--- src/rtl/vga_text_pkg.sv ---
// rtl/vga_text_pkg.sv - shared constants and types for the VGA text VRAM arbiter
package vga_text_pkg;

  localparam int VRAM_WORDS = 600;
  localparam int CTRL_ADDR  = 600;
  localparam logic [31:0] CTRL_RESET = 32'h01FFE000;

  typedef enum logic {
    IDLE,
    AVL_RD
  } arb_state_t;

  typedef enum logic [1:0] {
    SRC_RAM,
    SRC_CTRL,
    SRC_ZERO
  } rd_src_t;

endpackage

--- src/rtl/vga_ctrl_reg.sv ---
// rtl/vga_ctrl_reg.sv - byte-laned colour control register
module vga_ctrl_reg
  import vga_text_pkg::*;
#(
  parameter int               DATA_W    = 32,
  parameter logic [DATA_W-1:0] RESET_VAL = CTRL_RESET
) (
  input  logic                clk_i,
  input  logic                rst_ni,
  input  logic                we_i,
  input  logic [DATA_W/8-1:0] be_i,
  input  logic [DATA_W-1:0]   wdata_i,
  output logic [DATA_W-1:0]   q_o
);

  logic [DATA_W-1:0] q_q, q_d;

  always_comb begin
    q_d = q_q;
    if (we_i) begin
      for (int b = 0; b < DATA_W/8; b++) begin
        if (be_i[b]) q_d[8*b +: 8] = wdata_i[8*b +: 8];
      end
    end
  end

  always_ff @(posedge clk_i) begin
    if (!rst_ni) q_q <= RESET_VAL;
    else         q_q <= q_d;
  end

  assign q_o = q_q;

endmodule

--- src/rtl/vram_arbiter.sv ---
// rtl/vram_arbiter.sv - single-port VRAM arbiter between Avalon slave and display fetcher
module vram_arbiter
  import vga_text_pkg::*;
#(
  parameter int ADDR_W     = 10,
  parameter int DATA_W     = 32,
  parameter int VRAM_WORDS = 600,
  parameter int CTRL_ADDR  = 600,
  parameter int STARVE_MAX = 4
) (
  input  logic              CLK,
  input  logic              RESET,
  input  logic              AVL_CS,
  input  logic              AVL_READ,
  input  logic              AVL_WRITE,
  input  logic [3:0]        AVL_BYTE_EN,
  input  logic [ADDR_W-1:0] AVL_ADDR,
  input  logic [DATA_W-1:0] AVL_WRITEDATA,
  output logic [DATA_W-1:0] AVL_READDATA,
  output logic              AVL_WAITREQUEST,
  input  logic              DISP_REQ,
  input  logic [ADDR_W-1:0] DISP_ADDR,
  output logic              DISP_GNT,
  output logic [DATA_W-1:0] DISP_RDATA,
  output logic              DISP_RVALID,
  output logic [ADDR_W-1:0] RAM_ADDR,
  output logic              RAM_WE,
  output logic [3:0]        RAM_BE,
  output logic [DATA_W-1:0] RAM_WDATA,
  input  logic [DATA_W-1:0] RAM_RDATA,
  output logic [DATA_W-1:0] CTRL_OUT
);

  localparam int SW = $clog2(STARVE_MAX + 1);

  arb_state_t    state_q, state_d;
  rd_src_t       src_q, src_d;
  logic [SW-1:0] starve_q, starve_d;
  logic          disp_rvalid_q;

  logic avl_req, is_ram, is_ctrl, avl_ram_pend, starved;
  logic avl_gnt, disp_gnt, ctrl_we;

  assign avl_req      = AVL_CS && (AVL_READ || AVL_WRITE) && (state_q == IDLE);
  assign is_ram       = AVL_ADDR < ADDR_W'(VRAM_WORDS);
  assign is_ctrl      = AVL_ADDR == ADDR_W'(CTRL_ADDR);
  assign avl_ram_pend = avl_req && is_ram;
  assign starved      = starve_q == SW'(STARVE_MAX);

  // Display wins unless a starved Avalon RAM access is waiting.
  assign disp_gnt = RESET && DISP_REQ && !(avl_ram_pend && starved);
  assign avl_gnt  = RESET && avl_ram_pend && !disp_gnt;
  assign ctrl_we  = RESET && avl_req && AVL_WRITE && is_ctrl;

  vga_ctrl_reg #(
    .DATA_W    (DATA_W),
    .RESET_VAL (DATA_W'(CTRL_RESET))
  ) u_ctrl (
    .clk_i   (CLK),
    .rst_ni  (RESET),
    .we_i    (ctrl_we),
    .be_i    (AVL_BYTE_EN),
    .wdata_i (AVL_WRITEDATA),
    .q_o     (CTRL_OUT)
  );

  always_comb begin
    state_d         = state_q;
    src_d           = src_q;
    starve_d        = starve_q;
    AVL_WAITREQUEST = AVL_CS;
    AVL_READDATA    = '0;
    RAM_ADDR        = '0;
    RAM_WE          = 1'b0;
    RAM_BE          = 4'b0;
    RAM_WDATA       = '0;

    if (disp_gnt) RAM_ADDR = DISP_ADDR;
    if (avl_gnt) begin
      RAM_ADDR  = AVL_ADDR;
      RAM_WE    = AVL_WRITE && (AVL_BYTE_EN != 4'b0);
      RAM_BE    = AVL_WRITE ? AVL_BYTE_EN : 4'b0;
      RAM_WDATA = AVL_WRITE ? AVL_WRITEDATA : '0;
    end

    if (avl_ram_pend) begin
      if (avl_gnt)       starve_d = '0;
      else if (!starved) starve_d = starve_q + 1'b1;
    end

    case (state_q)
      IDLE: begin
        if (RESET && avl_req && (!is_ram || avl_gnt)) begin
          if (AVL_WRITE) begin
            AVL_WAITREQUEST = 1'b0;
          end else begin
            state_d = AVL_RD;
            src_d   = is_ram ? SRC_RAM : (is_ctrl ? SRC_CTRL : SRC_ZERO);
          end
        end
      end
      AVL_RD: begin
        if (RESET) begin
          AVL_WAITREQUEST = 1'b0;
          state_d         = IDLE;
          case (src_q)
            SRC_RAM:  AVL_READDATA = RAM_RDATA;
            SRC_CTRL: AVL_READDATA = CTRL_OUT;
            default:  AVL_READDATA = '0;
          endcase
        end
      end
      default: state_d = IDLE;
    endcase
  end

  always_ff @(posedge CLK) begin
    if (!RESET) begin
      state_q       <= IDLE;
      src_q         <= SRC_RAM;
      starve_q      <= '0;
      disp_rvalid_q <= 1'b0;
    end else begin
      state_q       <= state_d;
      src_q         <= src_d;
      starve_q      <= starve_d;
      disp_rvalid_q <= disp_gnt;
    end
  end

  // Gating with RESET discards a fetch whose return cycle coincides with reset.
  assign DISP_GNT    = disp_gnt;
  assign DISP_RVALID = RESET && disp_rvalid_q;
  assign DISP_RDATA  = DISP_RVALID ? RAM_RDATA : '0;

endmodule

--- config.mk ---
export PLATFORM = sky130hd
export DESIGN_NAME = vram_arbiter
export DESIGN_NICKNAME = d
export VERILOG_FILES = /design/src/rtl/vga_text_pkg.sv /design/src/rtl/vga_ctrl_reg.sv /design/src/rtl/vram_arbiter.sv
export SDC_FILE = /design/constraint.sdc
export NUM_CORES = 1
export LEC_CHECK = 0
export ABC_AREA = 1
export CORE_ASPECT_RATIO = 1.1
export CORE_MARGIN = 5
export CORE_UTILIZATION = 34
export CTS_BUF_LIST = sky130_fd_sc_hd__clkbuf_4 sky130_fd_sc_hd__clkbuf_8 sky130_fd_sc_hd__clkbuf_16
export DETAILED_ROUTE_END_ITERATION = 10
export GPL_TIMING_DRIVEN = 0
export PLACE_DENSITY = 0.83
export SLEW_MARGIN = 30
export SYNTH_ARGS = -nofsm -noshare
export SYNTH_HDL_FRONTEND = slang
export SYNTH_HIERARCHICAL = 1
export SYNTH_SLANG_ARGS = --single-unit
--- constraint.sdc ---
create_clock -name CLK -period 1.8 [get_ports CLK]
set_input_delay 0.18 -clock CLK [delete_from_list [all_inputs] [get_ports CLK]]
set_output_delay 0.18 -clock CLK [all_outputs]
set_load 0.01 [all_outputs]
==> impl_metrics.ini <==
[die]
die_w_microns = 99.7
rows = 36
pin_count = 240
core_sq_um = 8740
die_area_sq_um = 10800
die_h_microns = 109
initial_utilization_pct = 34.5

[synth]
avgSynthCellArea_sq_um = 5.59
synth_area_leaders = dfxtp_1 (26%), nand2_1 (15%), nor2_1 (14%), nand3_1 (9.8%), inv_1 (9.2%)
synth_mux_area_share_pct = 0
synth-simple-area-share_pct = 48.2
synth_compound_area_share_pct = 9.39
yosys.area_share.xor_xnor_pct = 0.291
ys_ff_latch = 39
synth-seq-area-share_pct = 25.9
post_synth_instance_area_sq_um = 3010
synth_nets = 635
synth_top_cell_area_share_pct = 25.9
synth_adder_area_share_pct = 0.831
yosysTopAreaCell = dfxtp_1
yosysWarnings = 6
synth_top_family_by_area = simple AND/OR/NAND/NOR gates
synthCells = 539
synth_cell_types = 27

[placed_design]
place.port_buffers = 239
place_congestion = 0.873
place_area_sq_um = 5550
hpwl_mm = 10.8

[final_layout]
final_cell_mix = clkdlybuf4s50_1 (131), nand2_1 (104), nor2_1 (79), inv_1 (71), nand3_1 (59)
final_common_cell = clkdlybuf4s50_1
n_antenna_cell = 0
design_area_sq_um = 6440
fill_cells = 688
utilization_pct = 73.7
drive_gt1_share_pct = 35.2
nets = 914
area_growth_pct = 114

[grt]
gr-usage-all-layers_pct = 26.3
grt_pass1_wl_mm = 22.8
overflow = 0
first_global_vias = 4578
grt_max_degree = 13
antenna_found_initial = 0

[timing]
skew_ns = 0.00639
finalSetupTns_ns = -3.47
finalMaxSlewViolations = 0
final_hold_viol_count = 0
fmax_mhz = 519
report.final.setup_viol = 60
finalCritPeriodShare_pct = 107
maxSlewHeadroom_pct = 66.2
hold_slack_ns = 0.429
min_period_ns = 1.93
rsz0062_at_grt = true
worst_slack_ns = -0.128
worstMarginPinSlew_ns = 0.503

[clock_tree]
cts_tree = done
worstSkewPairLatency_ns = 0.30
cts_buffers = 5
clockRootBuffer = clkbuf_8
clockBufferDepth = 2
cts.sink_count = 39
clk_pin_slew_ns = 0.07
htreeDepth = 2

[pwr]
power.leakage_nw = 3.23
power_switching_w = 0.000686
pwr-share-seq_pct = 38.1
internal_power_w = 0.00160
cellPowerDensity_nw_per_um2 = 355
swShare_pct = 30.0
comb_power_share_pct = 34.9
ir_worst_vdd_mv = 0.236
p_clk_share_pct = 27.0
power.total_w = 0.00229

[route]
first_pass_iters = 5
via_per_inst = 4.91
drt-total-wl_mm = 15.4
drt_iter0_drc = 195
drtAntennaViolNets = 0
avgRoutedWirePerCell_microns = 16.5
post-route-drc-count = 0
via_count = 4579

[status]
violations = setup timing
status = finished, violations left

[setup_path]
cp_max_fo = 5
cp.required_ns = 1.62
r2r_cells = 10
critPathKind = flip-flop to output port
start_kind = flip-flop
worstSetupEndpointType = output port
critPathArrivalTime_ns = 1.75

[min_path]
worstHoldPathType = primary input to flip-flop
whs_path_depth = 3

[flow_run]
maxCapViolations = 0
## repair_timing
item                       CTS  global route
cloned                       9             0
buffers inserted            24             4
pin swaps                   34            33
hold buffers                 0             0
resized for setup          489           129
setup endpoints to repair  146           122
## cells by family after synthesis
| kind of cell | after synthesis |
|---|---|
| AND/OR/NAND/NOR | 333 |
| flip-flops | 39 |
| AO/OA/AOI/OAI | 54 |
| buffers and inverters | 110 |
| adder cells (fa/ha/maj) | 2 |
| XOR/XNOR | 1 |
## power by group through the flow
stage,Sequential [W],Combinational (W),Clock (W)
after floorplan,0.000889,0.000225,0
after global placement,0.000890,0.000604,0
after detailed placement,0.000890,0.000617,0
after CTS,0.000869,0.000724,0.000623
after global routing,0.000870,0.000847,0.000666
final,0.000870,0.000798,0.000618
## flip-flops by register name, indices dropped and copies added, names as in the netlist
| register | count |
|---|---|
| u_ctrl/q_o | 32 |
| starve_q | 3 |
| src_q | 2 |
| disp_rvalid_q | 1 |
| state_q | 1 |
## cell usage after synthesis (all sizes together)
cell type and n:
clkbuf 22, ha 2, nand3 59, o211ai 1, nand3b 1, xor2 1, buf 13, nor2 113
nor4 1, nand2 121, a21oi 39, nor3 4, or2 34, a31oi 1, dfxtp 39, o21ai 13
inv 75
## metrics by stage
step	setup WS [ns]	cells
global route	-0.179	932
floorplan	0.309	539
finish	-0.128	932
CTS	-0.106	930
global placement	-0.904	892
detailed placement	-0.983	892
## cell type report
cell class,count,area (sq um),area share (%)
Buffer,32,310,4.82
Clock buffer,6,82.6,1.28
Clock inverter,1,5.00,0.0777
Inverter,75,284,4.41
Multi-Input combinational cell,390,2300,35.8
Sequential cell,39,790,12.3
Tap cell,114,143,2.21
Timing Repair Buffer,275,2520,39.2
## metal layers
layer	global-route usage [%]	part of all wire, %	routed length, microns	vias up
met5	0	0	0	-
met4	10.2	3.5	534	0
met3	5.95	7.7	1190	45
met2	48.8	52	7940	227
met1	29.0	37	5710	2098
li1	-	-	-	2209
## worst max-delay path, stage by stage (launching register included)
cell	delay, ns
dfxtp_2	0.35
inv_2	0.05
ha_4	0.16
nand2_4	0.06
inv_4	0.04
o211ai_4	0.22
buf_12	0.15
bufbuf_16	0.25
nor2_2	0.03
buf_4	0.14
## path summary, 6_finish.rpt
check	start	to	slack [ns]
max	starve_q[0]$_SDFFE_PN0P_	RAM_WDATA[23]	-0.13
max reg2reg	state_q$_SDFF_PP0_	u_ctrl/q_o[28]$_SDFFE_PN0P_	0.17
min	RESET	u_ctrl/q_o[3]$_SDFFE_PN0P_	0.43
min reg2reg	u_ctrl/q_o[21]$_SDFFE_PN1P_	u_ctrl/q_o[21]$_SDFFE_PN1P_	0.49
Note: power is estimated with default switching activity, not from simulation.
